`src/rtl/gg_pcm_pack.sv`:
```
// gg_pcm_pack: I_PCM macroblock syntax packer.
// Per macroblock: one header symbol (mb_type ue(v) + alignment pad) followed by
// MB_BEATS raw 128-bit sample beats, each emitted as an MSB-aligned symbol with bit length.
// Optional build macro: GG_PCM_ZERO_CLAMP_EN (replace sample bytes 0x00 by 0x01).
//
// state | meaning
// IDLE  | waiting for first beat of a macroblock; header is built from slice_p/bit_align
// HDR   | header symbol held in the output register until accepted downstream
// DATA  | forwarding sample beats; returns to IDLE when the m_last beat is accepted
module gg_pcm_pack #(
    parameter int MB_BEATS = 24,
    parameter int LEN_W    = 8
) (
    input  logic             clk,
    input  logic             reset,
    input  logic             slice_p,
    input  logic [2:0]       bit_align,
    input  logic [127:0]     s_data,
    input  logic             s_last,
    input  logic             s_valid,
    output logic             s_ready,
    output logic [127:0]     m_data,
    output logic [LEN_W-1:0] m_len,
    output logic             m_last,
    output logic             m_valid,
    input  logic             m_ready,
    output logic             err
);

    // cnt counts beats loaded this MB; reaching MB_BEATS blocks further input
    localparam int CNT_W = $clog2(MB_BEATS + 1);

    typedef enum logic [1:0] {
        IDLE = 2'd0,
        HDR  = 2'd1,
        DATA = 2'd2
    } state_t;

    state_t           state;
    logic [CNT_W-1:0] cnt;
    logic             out_free;
    logic             last_beat;
    logic [8:0]       hdr_bits;
    logic [127:0]     sample;

    assign out_free  = !m_valid || m_ready;
    assign last_beat = (cnt == CNT_W'(MB_BEATS - 1));
    assign s_ready   = (state == DATA) && (cnt != CNT_W'(MB_BEATS)) && out_free;
    // ue(v) of mb_type: 25 -> 000011010, 30 -> 000011111
    assign hdr_bits  = slice_p ? 9'b0_0001_1111 : 9'b0_0001_1010;

    // Sample data path, optionally clamping zero bytes
    always_comb begin
        sample = s_data;
`ifdef GG_PCM_ZERO_CLAMP_EN
        for (int b = 0; b < 16; b++) begin
            if (s_data[b*8 +: 8] == 8'h00) begin
                sample[b*8 +: 8] = 8'h01;
            end
        end
`endif
    end

    // Framing FSM and registered output stage
    always_ff @(posedge clk) begin
        if (reset) begin
            state   <= IDLE;
            cnt     <= '0;
            m_data  <= '0;
            m_len   <= '0;
            m_last  <= 1'b0;
            m_valid <= 1'b0;
            err     <= 1'b0;
        end else begin
            case (state)
                IDLE: begin
                    if (s_valid && !m_valid) begin
                        // header pad ends byte-aligned: 9 bits + (7 - bit_align) zeros
                        m_data  <= {hdr_bits, 119'b0};
                        m_len   <= LEN_W'(5'd16 - {2'b00, bit_align});
                        m_last  <= 1'b0;
                        m_valid <= 1'b1;
                        state   <= HDR;
                    end
                end
                HDR: begin
                    if (m_ready) begin
                        m_valid <= 1'b0;
                        cnt     <= '0;
                        state   <= DATA;
                    end
                end
                DATA: begin
                    if (s_valid && s_ready) begin
                        m_data  <= sample;
                        m_len   <= LEN_W'(128);
                        m_last  <= last_beat;
                        m_valid <= 1'b1;
                        cnt     <= cnt + 1'b1;
                        // framing follows cnt only; a misplaced s_last is just flagged
                        if (s_last != last_beat) begin
                            err <= 1'b1;
                        end
                    end else if (m_valid && m_ready) begin
                        m_valid <= 1'b0;
                        m_last  <= 1'b0;
                        if (m_last) begin
                            state <= IDLE;
                        end
                    end
                end
                default: state <= IDLE;
            endcase
        end
    end

endmodule

```
`config.mk`:
```
export PLATFORM = sky130hd
export DESIGN_NAME = gg_pcm_pack
export DESIGN_NICKNAME = d
export VERILOG_FILES = /design/src/rtl/gg_pcm_pack.sv
export SDC_FILE = /design/constraint.sdc
export NUM_CORES = 1
export LEC_CHECK = 0
export BUFFER_PORTS_ARGS = -buffer_cell sky130_fd_sc_hd__clkbuf_2
export CAP_MARGIN = 20
export CORE_AREA = 2 2 108 110
export DETAILED_ROUTE_END_ITERATION = 8
export DIE_AREA = 0 0 110 112
export GPL_TIMING_DRIVEN = 0
export PLACE_DENSITY = 0.78
export SYNTH_ARGS = -nofsm -noshare
export SYNTH_HDL_FRONTEND = slang
export SYNTH_SLANG_ARGS = --single-unit
export TNS_END_PERCENT = 10
```
`constraint.sdc`:
```
create_clock -name clk -period 3.3 [get_ports clk]
set_input_delay 0 -clock clk [delete_from_list [all_inputs] [get_ports clk]]
set_output_delay 0 -clock clk [all_outputs]
set_load 0.1 [all_outputs]
```
# [After elaboration in Yosys (flattened, before gate mapping)]
# Cells that the tools add are included.
[totals] wordCells=62 ff_bits=146 in_bits=137
[op_classes] addsub=2 eq_ne=12 mux=24 n_reduce_logical=17
[op_table] cell="two-way mux 128 bit" n=2
[op_table] cell="one-hot mux 128 bit (2 select lines)" n=1
[op_table] cell="two-way mux 8 bit" n=2
[op_table] cell="one-hot mux 8 bit (2 select lines)" n=1
[op_table] cell="AND reduction 3 bit" n=4
[op_table] cell="two-way mux 2 bit" n=5
[op_table] cell="two-way mux 5 bit" n=2
[op_table] cell="one-hot mux 5 bit (2 select lines)" n=1
[op_table] cell="inequality test 2 bit (second input constant)" n=4
[op_table] cell="two-way mux 1 bit" n=6
[op_table] cell="one-hot mux 2 bit (3 select lines)" n=1
[op_table] cell="subtractor 5 x 3 -> 6 bit (first input constant)" n=1
[op_table] cell="adder 5 x 1 -> 5 bit (second input constant)" n=1
[op_table] cell="equality test 5 bit (second input constant)" n=1
[op_table] cell="logical AND 1 bit" n=5
[op_table] cell="inequality test 5 bit (second input constant)" n=1
[op_table] cell="AND reduction 5 bit" n=1
[op_table] cell="inequality test 2 x 1 -> 1 bit (second input constant)" n=2
[op_table] cell="AND reduction 4 bit" n=1
[op_table] cell="nonzero test 2 bit" n=2
[op_table] cell="two-way mux 3 bit" n=1
[op_table] cell="inequality test 3 x 1 -> 1 bit (second input constant)" n=1
[op_table] cell="one-hot mux 1 bit (3 select lines)" n=1
[op_table] cell="nonzero test 3 bit" n=1
[op_table] cell="7 further kinds" n=7

# [Depth between registers and ports, before layout]
[logic_depth] ltp_word=6 depth_mapped=8

# [Worst setup path before layout]
# Ideal clock, no wire load.
[synth_path] path_kind="register to register" start="register m_valid" end="register m_data[0]" synth_period_minus_slack_ns=2.153 required_ns=3.181 stages_incl_launch_ff=7 path_slack_ns=1.147 path_buffers=2 arrival_ns=2.035 setup_time_ns=0.119 cell_sequence="dfxtp_1 -> nand2b_1 -> nand4_2 -> nor2_2 -> buf_4 -> buf_4 -> a22o_1"
[synth_between] elab_chain_len=6 elab_cells_between_ends=8 classes_between="eq/ne: 2; reduce/logical: 6"
[synth_lines] element="start: declaration" line_no="25" source="output logic m_valid,"
[synth_lines] element="start signal: assignment" line_no="72" source="m_valid <= 1'b0;"
[synth_lines] element="start signal: assignment" line_no="82" source="m_valid <= 1'b1;"
[synth_lines] element="start signal: assignment" line_no="88" source="m_valid <= 1'b0;"
[synth_lines] element="logical NOT 1 bit *" line_no="46, 77"
[synth_lines] element="logical OR 1 bit" line_no="46" source="assign out_free = !m_valid || m_ready;"
[synth_lines] element="logical AND 1 bit" line_no="48" source="assign s_ready = (state == DATA) && (cnt != CNT_W'(MB_BEATS)) && out_free;"
[synth_lines] element="logical AND 1 bit" line_no="94" source="if (s_valid && s_ready) begin"
[synth_lines] element="inequality test 2 x 1 -> 1 bit (no line)"
[synth_lines] element="AND reduction 3 bit (no line) *"
[synth_lines] element="end signal: assignment" line_no="79" source="m_data <= {hdr_bits, 119'b0};"
[synth_lines] element="end signal: assignment" line_no="95" source="m_data <= sample;"
[synth_lines] element="end: declaration" line_no="22" source="output logic [127:0] m_data,"
# Every way passes the cells marked *; elsewhere a longest branch is shown, timed or not.
# A chain may end at the register's enable or synchronous reset.

# [Worst setup path in the final report]
[layout_path] start="register cnt[0]" end="register m_len[3]"
[layout_between] elab_chain_len=6
[layout_lines] element="start: declaration" line_no="40" source="logic [CNT_W-1:0] cnt;"
[layout_lines] element="start signal: assignment" line_no="99" source="cnt <= cnt + 1'b1;"
[layout_lines] element="inequality test 5 bit" line_no="48"
[layout_lines] element="logical AND 1 bit (2 in a row)" line_no="48"
[layout_lines] element="logical AND 1 bit" line_no="94"
[layout_lines] element="inequality test 2 x 1 -> 1 bit (no line)"
[layout_lines] element="AND reduction 3 bit (no line)"
[layout_lines] element="end signal: assignment" line_no="80" source="m_len <= LEN_W'(5'd16 - {2'b00, bit_align});"
[layout_lines] element="end: declaration" line_no="23" source="output logic [LEN_W-1:0] m_len,"
# No other way between the ends.

==> flow_metrics.tcl <==
set metrics [dict create \
    setup_viol 0 \
    viasPerCell 5.257 \
    async_flop_share_pct 0 \
    final_hold_viol_count 0 \
    grt_pass1_wl_um 27030 \
    rows 39 \
    synth-seq-cells 144 \
    numCtsBuffers 17 \
    die_area_um2 12320 \
    fp.dieW_um 110 \
    rsz0062_at_grt "false" \
    overflow 0 \
    synth_cells 396 \
    layout_commonest_cell "clkbuf_2" \
    drt-total-wl_um 18140 \
    drt_iter0_drc 279 \
    htree_levels 4 \
    hold_depth 4 \
    yosysTopAreaCellShare_pct 60.87 \
    dp_slack_ns 1.152 \
    firstDrtPassIters 5 \
    place_hpwl_um 10570 \
    critPathKind "reg2reg" \
    synth_edf_count 0 \
    netSwitchingFraction_pct 33.36 \
    hold_path_class "in2reg" \
    period_share_pct 75.14 \
    cts_tree "done" \
    final_cell_mix "clkbuf_2 (273), dfxtp_1 (144), dlygate4sd3_1 (133), a22o_1 (126), clkbuf_16 (17)" \
    synth_area_leaders "dfxtp_1 (61%), a22o_1 (23%), buf_4 (1.7%)" \
    ios 277 \
    maxSlewHeadroom_pct 60.56 \
    max_freq_mhz 403.3 \
    period_minus_slack_ns 2.480 \
    internal_power_uw 3358 \
    fin_setup_tns_ns 0 \
    insertion_delay_ns 0.42 \
    num-fill-cells 708 \
    outcome "complete, no violations" \
    drv_cap 0 \
    cp-end-kind "flop" \
    vdd_drop_max_v 0.0004125 \
    required_ns 3.64 \
    grt_max_degree 17 \
    start_util_pct 42.38 \
    p_seq_share_pct 37.4 \
    holdWs_ns 0.03561 \
    port_buffers 273 \
    clock-sinks 144 \
    critPathLaunchType "flop" \
    clk_pin_slew_ns 0.06 \
    cts-root-buf "clkbuf_16" \
    clockBufferDepth 2 \
    ys_warn_count 0 \
    p_leak_uw 0.003928 \
    clkPwrFrac_pct 39.1 \
    syn-mean-instance-area_um2 11.96 \
    power_density_nw_per_um2 613.0 \
    critPathMaxFanout 10 \
    reg2reg_depth 8 \
    core_um2 11170 \
    p_sw_uw 1681 \
    combPwrFrac_pct 23.5 \
    die_h_um 112 \
    groute.usage.overall_pct 28.93 \
    fin_skew_ns 0.01282 \
    seq_area_um2 2883 \
    routabilityCongestion 0.8698 \
    nNetsFinal 963 \
    final.setup.worst_slack_ns 0.8204 \
    post-cts-setup-buffers 0 \
    worst_pin_slew_ns 0.5916 \
    drive_above_1_share_pct 39.57 \
    first_global_vias 5194 \
    multi_input_area_um2 1623 \
    drc_errors 0 \
    antenna_found_initial 0 \
    yosys.area.top_type "dfxtp_1" \
    cp.arrival_ns 2.82 \
    yosysUniqueCellTypes 36 \
    vias 5141 \
    synth-main-ff-cell "dfxtp_1" \
    detail-route-antenna-nets 0 \
    slew_viol_final 0 \
    ys_seq_area_share_pct 60.87 \
    syn_area_um2 4736 \
    wl_per_cell_um 18.54 \
    syn_to_final_growth_pct 73.58 \
]
## cell families (layout without fill, tap and decap cells)
family	Yosys count	count (layout)	share of synthesized area [%]
adders and majority gates	4	4	1.057
DFF	144	144	60.87
other	1	3	0.07918
and+or+nand+nor	50	50	5.813
buffers and inverters	41	478	4.940
xor gates and xnor gates	1	1	0.1850
AOI/OAI and AO/OA	155	155	27.05
## cell usage after synthesis (2+ instances only)
| library cell | count |
|---|---|
| buf_4 | 11 |
| inv_1 | 7 |
| nand4b_1 | 2 |
| nor2_2 | 2 |
| dfxtp_1 | 144 |
| a22o_1 | 126 |
| clkbuf_1 | 12 |
| o22ai_1 | 3 |
| nand2_1 | 8 |
| o21ai_0 | 5 |
| a21oi_1 | 14 |
| buf_6 | 4 |
| nand2b_1 | 7 |
| a211oi_1 | 2 |
| nand3_1 | 6 |
| ha_1 | 4 |
| or3_1 | 3 |
| buf_2 | 7 |
| nor2_1 | 10 |
| nor3_1 | 3 |
## metal layers
metal | routed length (µm) | global-route usage, %
met5 | 0 | 0
met4 | 511 | 12.41
met2 | 9287 | 52.07
met3 | 1422 | 7.728
met1 | 6916 | 31.17
## power groups by stage
stage	combinational, µW	clock (µW)	sequential [µW]
2_1_floorplan	240	0	2470
3_3_place_gp	1020	0	1910
3_5_place_dp	1030	0	1910
4_1_cts	1160	1990	1880
5_1_grt	1230	2060	1890
6_report	1180	1970	1880
## worst max-delay path: stages, from the launching register on
cell and delay (ns):
dfxtp_1 0.38, inv_1 0.08, ha_1 0.22, and4b_1 0.22, a221oi_2 0.37, buf_2 0.29
o311ai_1 0.12, dlygate4sd3_1 0.57, a21oi_1 0.14
## final timing paths
path,from,end,slack (ns)
max,cnt[0],m_len[3],0.82
min,m_ready,m_valid,0.04
max reg2reg,cnt[0],m_len[3],0.82
min reg2reg,m_len[7],m_len[7],0.47
## metrics by stage
step	cell area, µm²	util [%]	cells	power [µW]
after floorplan	4740	-	397	2712
after global placement	6285	56.24	813	2930
after detailed placement	6285	56.24	813	2946
after CTS	8218	73.54	977	5026
after global routing	8218	73.54	977	5182
final	8220	73.56	978	5039
## sequential cells by signal, indices dropped and copies added, names as in the netlist
name and cells:
m_data 128, m_len 6, cnt 5, state 2
err 1, m_last 1, m_valid 1
## final cells by class
| cell class | instances | share of cell area, % |
|---|---|---|
| multi-input cells | 212 | 19.74 |
| repair buffers | 406 | 32.82 |
| well taps | 143 | 2.177 |
| inverters | 7 | 0.3196 |
| plain buffers | 34 | 2.527 |
| flip-flops and latches | 144 | 35.07 |
| clock inverters | 12 | 1.933 |
| diodes | 1 | 0.03044 |
| clock buffers | 19 | 5.388 |
## what timing repair did
item	in CTS	in global routing
hold buffers	133	0
endpoints found under the hold margin	133	0
resized for setup	0	0
Power figures use the tool's default switching activity.
